$ cat src/rtl/stream_cipher_pkg.sv
// Shared types, constants and the single-bit Galois LFSR step for the stream cipher core.
package stream_cipher_pkg;

   typedef enum logic [1:0] {
      UNKEYED = 2'd0,
      WARM    = 2'd1,
      RUN     = 2'd2
   } state_t;

   localparam logic [31:0] DEFAULT_TAPS = 32'h8020_0003;

   // Widest LFSR the step helper handles; narrower states are zero-extended.
   localparam int MAX_LFSR_W = 64;

   // One Galois step: shift right, fold the taps in when the bit shifted out is 1.
   // Zero-extended operands keep the unused upper bits at zero.
   function automatic logic [MAX_LFSR_W-1:0] lfsr_step(input logic [MAX_LFSR_W-1:0] s,
                                                       input logic [MAX_LFSR_W-1:0] taps);
      logic [MAX_LFSR_W-1:0] r;
      r = s >> 1;
      if (s[0]) r = r ^ taps;
      return r;
   endfunction

endpackage

$ cat src/rtl/stream_cipher_core_if.sv
// Bus bundle between the stream cipher core and its user: key control, mode,
// input/output word streams and status.
//
// Handshake: a word moves on a channel in every cycle where valid && ready are
// both high at the rising edge. The producer holds valid and data stable until
// that transfer; ready may depend combinationally on the consumer's state.
interface stream_cipher_core_if
   import stream_cipher_pkg::*;
#(
   parameter int DATA_W = 8,
   parameter int LFSR_W = 32
);
   logic              key_load;
   logic [LFSR_W-1:0] key;
   logic              fb_mode;
   logic              decrypt;
   logic              in_valid;
   logic              in_ready;
   logic [DATA_W-1:0] in_data;
   logic              out_valid;
   logic              out_ready;
   logic [DATA_W-1:0] out_data;
   logic              keyed;
   logic [15:0]       word_cnt;
   state_t            state;      // current FSM state, for observation

   modport master (
      output key_load, key, fb_mode, decrypt, in_valid, in_data, out_ready,
      input  in_ready, out_valid, out_data, keyed, word_cnt, state
   );

   modport slave (
      input  key_load, key, fb_mode, decrypt, in_valid, in_data, out_ready,
      output in_ready, out_valid, out_data, keyed, word_cnt, state
   );
endinterface

$ cat src/rtl/lfsr_keystream.sv
// Keystream state: holds the LFSR, advances it DATA_W bits per word in one
// cycle, applies ciphertext feedback and substitutes 1 for an all-zero key.
module lfsr_keystream
   import stream_cipher_pkg::*;
#(
   parameter int                DATA_W = 8,
   parameter int                LFSR_W = 32,
   parameter logic [LFSR_W-1:0] TAPS   = LFSR_W'(DEFAULT_TAPS)
) (
   input  logic              clk,
   input  logic              rst,
   input  logic              key_load,
   input  logic [LFSR_W-1:0] key,
   input  logic              step_en,   // advance one word this cycle
   input  logic              fb_en,     // fold fb_word into the stepped state
   input  logic [DATA_W-1:0] fb_word,
   output logic [DATA_W-1:0] ks         // keystream for the current word
);

   logic [LFSR_W-1:0] s_q;
   logic [LFSR_W-1:0] s_step;
   logic [LFSR_W-1:0] s_next;
   logic [LFSR_W-1:0] seed;

   // Unrolled word step followed by the optional feedback fold.
   always_comb begin
      s_step = s_q;
      for (int i = 0; i < DATA_W; i++) begin
         s_step = LFSR_W'(lfsr_step(MAX_LFSR_W'(s_step), MAX_LFSR_W'(TAPS)));
      end
      s_next = s_step;
      if (fb_en) s_next[DATA_W-1:0] = s_step[DATA_W-1:0] ^ fb_word;
      // An all-zero state would lock the LFSR, so a zero key seeds with 1.
      seed = (key == '0) ? LFSR_W'(1) : key;
   end

   // State register: key load has priority over stepping.
   always_ff @(posedge clk or posedge rst) begin
      if (rst)           s_q <= '0;
      else if (key_load) s_q <= seed;
      else if (step_en)  s_q <= s_next;
   end

   assign ks = s_q[DATA_W-1:0];

endmodule

$ cat src/rtl/stream_cipher_core.sv
// Keyed stream-cipher datapath: key/warmup FSM, input accept logic, registered
// output word and accepted-word counter around the LFSR keystream.
module stream_cipher_core
   import stream_cipher_pkg::*;
#(
   parameter int                DATA_W = 8,
   parameter int                LFSR_W = 32,
   parameter logic [LFSR_W-1:0] TAPS   = LFSR_W'(DEFAULT_TAPS),
   parameter int                WARMUP = 4
) (
   input  logic                 clk,
   input  logic                 rst,
   stream_cipher_core_if.slave  bus
);

   localparam logic [15:0] WARM_LAST = (WARMUP > 0) ? 16'(WARMUP - 1) : 16'd0;

   state_t            state_q, state_d;
   logic [15:0]       warm_q, warm_d;
   logic              in_ready;
   logic              keyed;
   logic              accept;
   logic              step_en;
   logic              fb_en;
   logic [DATA_W-1:0] ks;
   logic [DATA_W-1:0] result;
   logic [DATA_W-1:0] cipher;
   logic              out_valid_q;
   logic [DATA_W-1:0] out_data_q;
   logic [15:0]       cnt_q;

   // FSM state register and warmup counter.
   always_ff @(posedge clk or posedge rst) begin
      if (rst) begin
         state_q <= UNKEYED;
         warm_q  <= '0;
      end else begin
         state_q <= state_d;
         warm_q  <= warm_d;
      end
   end

   // Next state: key_load restarts warmup from any state.
   always_comb begin
      state_d = state_q;
      warm_d  = warm_q;
      if (bus.key_load) begin
         warm_d  = '0;
         state_d = (WARMUP == 0) ? RUN : WARM;
      end else begin
         case (state_q)
            WARM: begin
               if (warm_q == WARM_LAST) state_d = RUN;
               else                     warm_d  = warm_q + 16'd1;
            end
            default: ;
         endcase
      end
   end

   // FSM outputs: readiness, accept qualification and keystream stepping.
   always_comb begin
      keyed    = (state_q == RUN);
      in_ready = (state_q == RUN) && (!out_valid_q || bus.out_ready);
      accept   = bus.in_valid && in_ready && !bus.key_load;
      step_en  = accept || ((state_q == WARM) && !bus.key_load);
      fb_en    = accept && bus.fb_mode;
   end

   // Result word and the ciphertext value fed back in feedback mode.
   always_comb begin
      result = bus.in_data ^ ks;
      cipher = bus.decrypt ? bus.in_data : result;
   end

   lfsr_keystream #(
      .DATA_W (DATA_W),
      .LFSR_W (LFSR_W),
      .TAPS   (TAPS)
   ) u_keystream (
      .clk      (clk),
      .rst      (rst),
      .key_load (bus.key_load),
      .key      (bus.key),
      .step_en  (step_en),
      .fb_en    (fb_en),
      .fb_word  (cipher),
      .ks       (ks)
   );

   // Output register: key_load drops any pending word; data holds while stalled.
   always_ff @(posedge clk or posedge rst) begin
      if (rst) begin
         out_valid_q <= 1'b0;
         out_data_q  <= '0;
      end else if (bus.key_load) begin
         out_valid_q <= 1'b0;
      end else if (accept) begin
         out_valid_q <= 1'b1;
         out_data_q  <= result;
      end else if (bus.out_ready) begin
         out_valid_q <= 1'b0;
      end
   end

   // Accepted-word counter since the last key load; wraps freely.
   always_ff @(posedge clk or posedge rst) begin
      if (rst)               cnt_q <= '0;
      else if (bus.key_load) cnt_q <= '0;
      else if (accept)       cnt_q <= cnt_q + 16'd1;
   end

   assign bus.in_ready  = in_ready;
   assign bus.out_valid = out_valid_q;
   assign bus.out_data  = out_data_q;
   assign bus.keyed     = keyed;
   assign bus.word_cnt  = cnt_q;
   assign bus.state     = state_q;

endmodule

$ cat src/flat_wrapper.sv
// flat-port wrapper written by rule: the top's interface ports become plain ports
module stream_cipher_core_flat import stream_cipher_pkg::*;
#(
   parameter int                DATA_W = 8,
   parameter int                LFSR_W = 32,
   parameter logic [LFSR_W-1:0] TAPS   = LFSR_W'(DEFAULT_TAPS),
   parameter int                WARMUP = 4
)
  (clk, rst, bus_key_load, bus_key, bus_fb_mode, bus_decrypt, bus_in_valid, bus_in_data, bus_out_ready, bus_in_ready, bus_out_valid, bus_out_data, bus_keyed, bus_word_cnt, bus_state);
  stream_cipher_core_if #(.DATA_W(DATA_W), .LFSR_W(LFSR_W)) bus_i ();
  input  logic clk;
  input  logic rst;
  input wire logic [$bits(bus_i.key_load)-1:0] bus_key_load;
  input wire logic [$bits(bus_i.key)-1:0] bus_key;
  input wire logic [$bits(bus_i.fb_mode)-1:0] bus_fb_mode;
  input wire logic [$bits(bus_i.decrypt)-1:0] bus_decrypt;
  input wire logic [$bits(bus_i.in_valid)-1:0] bus_in_valid;
  input wire logic [$bits(bus_i.in_data)-1:0] bus_in_data;
  input wire logic [$bits(bus_i.out_ready)-1:0] bus_out_ready;
  output wire logic [$bits(bus_i.in_ready)-1:0] bus_in_ready;
  output wire logic [$bits(bus_i.out_valid)-1:0] bus_out_valid;
  output wire logic [$bits(bus_i.out_data)-1:0] bus_out_data;
  output wire logic [$bits(bus_i.keyed)-1:0] bus_keyed;
  output wire logic [$bits(bus_i.word_cnt)-1:0] bus_word_cnt;
  output wire logic [$bits(bus_i.state)-1:0] bus_state;
  assign bus_i.key_load = bus_key_load;
  assign bus_i.key = bus_key;
  assign bus_i.fb_mode = bus_fb_mode;
  assign bus_i.decrypt = bus_decrypt;
  assign bus_i.in_valid = bus_in_valid;
  assign bus_i.in_data = bus_in_data;
  assign bus_i.out_ready = bus_out_ready;
  assign bus_in_ready = bus_i.in_ready;
  assign bus_out_valid = bus_i.out_valid;
  assign bus_out_data = bus_i.out_data;
  assign bus_keyed = bus_i.keyed;
  assign bus_word_cnt = bus_i.word_cnt;
  assign bus_state = bus_i.state;
  stream_cipher_core #(.DATA_W(DATA_W), .LFSR_W(LFSR_W), .TAPS(TAPS), .WARMUP(WARMUP)) u_core (.clk(clk), .rst(rst), .bus(bus_i));
endmodule
$ cat config.mk
export PLATFORM = sky130hd
export DESIGN_NAME = stream_cipher_core_flat
export DESIGN_NICKNAME = d
export VERILOG_FILES = /design/src/rtl/stream_cipher_pkg.sv /design/src/rtl/stream_cipher_core_if.sv /design/src/rtl/lfsr_keystream.sv /design/src/rtl/stream_cipher_core.sv /design/src/flat_wrapper.sv
export SDC_FILE = /design/constraint.sdc
export NUM_CORES = 1
export LEC_CHECK = 0
export CAP_MARGIN = 20
export CORE_MARGIN = 2
export CORE_UTILIZATION = 40
export CTS_BUF_LIST = sky130_fd_sc_hd__clkbuf_4 sky130_fd_sc_hd__clkbuf_8
export DETAILED_ROUTE_END_ITERATION = 10
export PLACE_DENSITY_LB_ADDON = 0.15
export RECOVER_POWER = 50
export SYNTH_ARGS = -nofsm -noshare
export SYNTH_HDL_FRONTEND = slang
export SYNTH_HIERARCHICAL = 1
export SYNTH_SLANG_ARGS = --single-unit
export TNS_END_PERCENT = 1
$ cat constraint.sdc
create_clock -name clk -period 2.4 [get_ports clk]
set_input_delay 0.48 -clock clk [delete_from_list [all_inputs] [get_ports clk]]
set_output_delay 0.48 -clock clk [all_outputs]
set_load 0.01 [all_outputs]
==> metrics.md, run 1 <==
| Metric | Value |
|---|---|
| Register share of total power | `approximately 40%` |
| Internal power | `around 2800 µW` |
| DR WL/cell | `approximately 15 µm` |
| Cts hold-fix bufs | `0` |
| FILL cells | `roughly 1000` |
| Synth Instances | `between 400 and 500` |
| Post-CTS Setup Bufs | `0` |
| Worst vdd ir | `between 300 and 400 µV` |
| Min Hold Slack | `~0.48 ns` |
| Vias in the first global route | `roughly 3400` |
| CP Data Arrival Time | `~1.9 ns` |
| Max Fclk | `0.429 GHz` |
| DIE HEIGHT | `108 µm` |
| Fin crit period | `~2.3 ns` |
| Worst-margin pin slew | `roughly 0.83 ns` |
| Antenna violations before repair | `0` |
| Antenna diodes | `0` |
| #FFs+latches synth | `between 70 and 80` |
| Post-synth ARST share | `100%` |
| Grt total ovfl | `0` |
| Reg-to-reg setup timing slack | `approximately 0.30 ns` |
| Global-route wire length before repair | `approximately 16000 µm` |
| Startpoint Class | `input pin` |
| CTS H-tree lvls | `3` |
| I/O Pins | `between 70 and 80` |
| Final nets | `~570` |
| Clock Tree Root | `clkbuf_8` |
| Register area | `1880 µm²` |
| Core ar. | `approximately 11000 µm²` |
| Clock Power Share | `roughly 24%` |
| Antenna-violating nets left | `0` |
| Die X | `108 µm` |
| Via Count | `between 3000 and 4000` |
| Hold Vio Cnt, Final | `0` |
| DP HPWL | `roughly 7200 µm` |
| FP Rows | `38` |
| Post-synthesis net count | `500` |
| Clock slew at reported path FFs | `0.07 ns` |
| Most frequent cells in the layout | `dfrtp_1 (75), clkdlybuf4s50_1 (73), nand2_1 (50)` |
| Critical path peak fanout | `5` |
| Synth cell types | `52` |
| Combinational share of power | `a little under two fifths` |
| Multi-input logic area | `between 2000 and 2500 µm²` |
| Clk sinks | `75` |
| Sequential share of the synthesized area | `between 40 and 50%` |
| Drc violations | `0` |
| CTS tree | `done` |
| Clock latency on the worst-skew pair | `between 0.3 and 0.4 ns` |
| Post-synth EDFFs | `0` |
| Outcome | `finished clean` |
| Via/cell ratio | `about 5.1` |
| First-pass DRT Iterations | `5` |
| PwrDens | `772 nW/µm²` |
| Num CTS Buffers | `9` |
| Commonest non-fill, non-tap cell in the layout | `dfrtp_1` |
| Post-CTS Resized | `0` |
| Largest net degree at the start of global routing | `~100` |
| Setup TNS Final | `0 ns` |
| Fraction of layout cells with a size suffix above 1 | `a little over a tenth` |
| Initial Util | `40.6%` |
| Mean area per synthesized cell | `roughly 9.6 µm²` |
| Worst path required time | `roughly 1.9 ns` |
| GP Congestion | `~0.86` |
| RSZ-0062 raised after global routing | `no` |
| Commonest register cell after synthesis | `dfrtp_1` |
| NetSw | `around 1400 µW` |
| Routed Wire Length | `9770 µm` |
| Max capacitance violation total | `0` |
| Hold WC Path Type | `input pin to flop` |
| Synth warn | `6` |
| GRT Util Overall | `approximately 18%` |
| Power Total | `4190 µW` |
| Sw Ratio | `between 30% and 40%` |
| Buffers on Ports | `75` |
| Pins Over Slew Limit | `0` |
| Layout Skew | `approximately 0.011 ns` |
| Area growth, synth to finish | `25.1%` |
| Final Cycle Share | `between 90% and 100%` |
| Setup violations, final | `0` |
| Max Buffers Root-to-Sink | `2` |
| CP endpoint kind | `output pin` |
| Die area | `~12000 µm²` |
| Crit Path Class | `input pin to output pin` |
| Starting DRT DRC Count | `approximately 150` |
| Static Leak | `0.00221 µW` |
| Mapped cell area | `around 4300 µm²` |
| Worst slew margin | `44.8%` |
[logic make-up (layout without fill, tap and decap cells)]
family / count (synthesis) / count (layout) / synth area share (%)
AND/OR/NAND/NOR: 175 / 175 / 21.5
XOR/XNOR: 62 / 62 / 14.1
adder cells (fa/ha/maj): 2 / 2 / 0.577
flip-flops: 75 / 75 / 43.3
multiplexers: 27 / 27 / 6.63
AO/OA/AOI/OAI: 72 / 72 / 9.49
buffers and inverters: 38 / 117 / 4.50
[stage by stage]
step / instances / utilization (%) / worst slack, ns / instance area (µm²)
after floorplan: 451 / - / 0.119 / 4340
after CTS: 670 / 51.1 / 0.0758 / 5470
after global placement: 654 / 49.2 / 0.0913 / 5260
final: 670 / 50.7 / 0.0701 / 5430
after detailed placement: 654 / 49.2 / 0.0364 / 5260
after global routing: 670 / 50.7 / 0.0105 / 5430
[worst max-delay path, stage by stage]
cell	delay, ns
clkdlybuf4s50_1	0.42
nor2b_1	0.38
nor2_1	0.08
clkdlybuf4s50_1	0.49
[cell usage after synthesis (8+ instances only)]
cell type | n | area [µm²]
nor4_1 | 15 | 93.8
xor2_1 | 21 | 184
buf_4 | 8 | 60.1
xnor2_1 | 36 | 315
nand4_1 | 10 | 62.6
o21ai_0 | 35 | 175
nand2b_1 | 13 | 81.3
mux2i_1 | 16 | 160
nor2_1 | 41 | 154
clkbuf_1 | 15 | 56.3
mux2_2 | 8 | 90.1
dfrtp_1 | 75 | 1880
inv_1 | 8 | 30.0
a21oi_1 | 22 | 110
nand2_1 | 50 | 188
[layout make-up]
| type | count | share of cell area, % |
|---|---|---|
| Clock buffer | 12 | 2.81 |
| Clock inverter | 4 | 0.922 |
| Inverter | 10 | 0.784 |
| Multi-Input combinational cell | 338 | 41.8 |
| Sequential cell | 75 | 34.6 |
| Tap cell | 140 | 3.23 |
| Timing Repair Buffer | 91 | 15.9 |
[layer usage]
layer | track usage, % | share of wire, %
met4 | 6.04 | 0.82
met2 | 29.2 | 47
met5 | 0 | 0
met1 | 24.7 | 48
met3 | 2.59 | 4.1
[sequential cells by signal (all words and copies together) (netlist names)]
signal                  count
u_core/bus.word_cnt        16
u_core/u_keystream/s_q     32
u_core/warm_q              16
u_core/bus.out_valid        1
u_core/bus.state            2
u_core/bus.out_data         8
[power by group through the flow]
stage | Clock, µW | Combinational (µW) | Sequential (µW)
2_1_floorplan | 0 | 1200 | 1610
3_3_place_gp | 0 | 1540 | 1670
3_5_place_dp | 0 | 1560 | 1670
4_1_cts | 1040 | 1570 | 1650
5_1_grt | 1080 | 1700 | 1670
6_report | 1010 | 1540 | 1640
[final timing paths]
path | start | end | cells after the start
worst max-delay path | bus_out_ready | bus_in_ready | 4
worst min-delay path | bus_key_load | u_core/bus.word_cnt[4] | 2
worst max register to register | u_core/u_keystream/s_q[3] | u_core/u_keystream/s_q[1] | 5
worst min register to register | u_core/bus.out_data[4] | u_core/bus.out_data[4] | 1
max in group asynchronous | rst | u_core/bus.word_cnt[1] | 3
min in group asynchronous | rst | u_core/bus.word_cnt[9] | 2
Power figures use the tool's default switching activity.
==> run 2: changes to the inputs <==
CAP_MARGIN = unset   (was 20)
==> results of run 2 <==
No change in the layout: final DEF, timing and power equal those of run 1.
==> run 3: changes to the inputs <==
clock period = 2.8 ns   (was 2.4 ns; I/O delays follow)
==> metrics.md, run 3 (same netlist as run 1, synthesis figures left out) <==
| Metric | Value |
|---|---|
| Outcome | `complete, but fails checks` |
| Failing checks | `max-capacitance violations, max-slew violations` |
| Hold endpoint | `u_core/bus.out_data[5]` |
| Vias in the first global route | `between 3000 and 4000` |
| R2r startpoint | `u_core/u_keystream/s_q[0]` |
| Global-route wire length before repair | `16700 µm` |
| Layout Skew | `approximately 0.012 ns` |
| Cts hold-fix bufs | `0` |
| CP Data Arrival Time | `just under 2 ns` |
| I/O Pins | `76` |
| Core ar. | `between 10000 and 15000 µm²` |
| PwrDens | `around 660 nW/µm²` |
| Internal power | `2360 µW` |
| Via/cell ratio | `slightly above 5` |
| HP Start | `u_core/bus.out_data[5]` |
| Crit path max-delay family | `buffers and inverters` |
| Clock slew at reported path FFs | `0.07 ns` |
| Pins Over Slew Limit | `around 90` |
| Hold depth | `1` |
| GP Congestion | `between 0.8 and 0.9` |
| CP endpoint kind | `output pin` |
| Sw Ratio | `between 30% and 40%` |
| Final nets | `approximately 570` |
| First-pass DRT Iterations | `4` |
| Clock Power Share | `around 24%` |
| Clock latency on the worst-skew pair | `0.36 ns` |
| Max FFs per register | `32` |
| Fin crit period | `around 2.5 ns` |
| Combinational share of power | `35.9%` |
| NetSw | `approximately 1200 µW` |
| Worst slew margin | `-3.32%` |
| Die area | `approximately 12000 µm²` |
| Via Count | `between 3000 and 4000` |
| Worst Path Buf+Inv | `2` |
| CP dominant cell by count | `clkdlybuf4s50_1` |
| Clock Tree Root | `clkbuf_8` |
| Area growth, synth to finish | `24.1%` |
| Starting DRT DRC Count | `roughly 160` |
| Commonest non-fill, non-tap cell in the layout | `dfrtp_1` |
| Largest net degree at the start of global routing | `91` |
| Startpoint Class | `input pin` |
| DP HPWL | `7070 µm` |
| Max Buffers Root-to-Sink | `2` |
| Num CTS Buffers | `9` |
| Critical path peak fanout | `5` |
| Worst-margin pin slew | `1.55 ns` |
| DIE HEIGHT | `roughly 110 µm` |
| Worst-path cell chain | `clkdlybuf4s50_1, nor2b_1, nor2_1, clkdlybuf4s50_1` |
| Largest stage delay, worst path | `0.50 ns` |
| GRT Util Overall | `a little under a fifth` |
| Static Leak | `0.00219 µW` |
| Reg2reg path depth | `5` |
| Die X | `108 µm` |
| CTS H-tree lvls | `3` |
| Antenna violations before repair | `0` |
| Clk sinks | `between 70 and 80` |
| Max Fclk | `between 0.3 and 0.4 GHz` |
| Hold WC Path Type | `flop to flop` |
| Worst vdd ir | `about 320 µV` |
| Register share of total power | `roughly two fifths` |
| Initial Util | `between 40 and 50%` |
| Hold Vio Cnt, Final | `0` |
| Top reg by flops | `u_core/u_keystream/s_q` |
| Max capacitance violation total | `1` |
| RR Endpoint | `u_core/u_keystream/s_q[1]` |
| Reg-to-reg setup timing slack | `0.60 ns` |
| Min Hold Slack | `a little over 0.5 ns` |
| Drc violations | `0` |
| Post-CTS Resized | `0` |
| Grt total ovfl | `0` |
| Most frequent cells in the layout | `dfrtp_1 (75), clkdlybuf4s50_1 (72), nand2_1 (50)` |
| FILL cells | `1031` |
| Final Cycle Share | `89.4%` |
| Antenna diodes | `0` |
| Multi-input logic area | `between 2000 and 2500 µm²` |
| Crit Path Class | `input pin to output pin` |
| FP Rows | `38` |
| Setup TNS Final | `0 ns` |
| Slowest stage cell, crit path | `clkdlybuf4s50_1` |
| Post-CTS Setup Bufs | `0` |
| Antenna-violating nets left | `0` |
| Register area | `roughly 1900 µm²` |
| Worst path required time | `around 2.2 ns` |
| Setup violations, final | `0` |
| Buffers on Ports | `75` |
| RSZ-0062 raised after global routing | `no` |
| CTS tree | `done` |
| Routed Wire Length | `9840 µm` |
| DR WL/cell | `~15 µm` |
| Fraction of layout cells with a size suffix above 1 | `under 10%` |
==> run 3: cell count changes in the layout (fill, tap and decap cells not counted), moves of 2 or more <==
cell,before,now
clkinv_4,1,3
clkbuf_1,3,1
buf_4,10,6
clkbuf_4,2,0
==> run 3: cell type report <==
cell class              instances  area share [%]
multi-input cells             338            42.1
flip-flops and latches         75            34.9
repair buffers                 84            15.2
well taps                     140            3.25
clock buffers                  10            2.56
clock inverters                 6            1.21
inverters                      10           0.790
==> run 3: metal layers <==
metal | GRT usage [%] | routed length, µm
met5 | 0 | 0
met4 | 5.22 | 134
met3 | 3.56 | 414
met2 | 30.6 | 4720
met1 | 23.5 | 4560
==> run 3: stage by stage <==
step	cells	setup WS [ns]	util, %	area [µm²]	total power, µW
global route	663	0.238	50.3	5380	3820
global placement	647	0.338	48.7	5210	2720
floorplan	451	0.514	-	4340	2410
finish	663	0.296	50.3	5380	3570
CTS	663	0.289	50.6	5410	3610
detailed placement	647	0.278	48.7	5210	2740
==> run 3: worst max path at each step <==
stage	startpoint	end	cells past startpoint	slack, ns
finish	bus_out_ready	bus_in_ready	4	0.30
global route	bus_out_ready	bus_in_ready	4	0.24
CTS	bus_out_ready	bus_in_ready	4	0.29
detailed placement	bus_out_ready	u_core/u_keystream/s_q[1]	10	0.28
global placement	bus_out_ready	u_core/u_keystream/s_q[1]	10	0.34
floorplan	bus_out_ready	u_core/u_keystream/s_q[1]	10	0.51
==> run 3: power groups by stage <==
stage                     sequential [µW]  combinational (µW)  clock [µW]
after floorplan                      1380                1020           0
after global placement               1440                1270           0
after detailed placement             1450                1290           0
after CTS                            1430                1300         888
after global routing                 1450                1430         937
final                                1420                1280         860
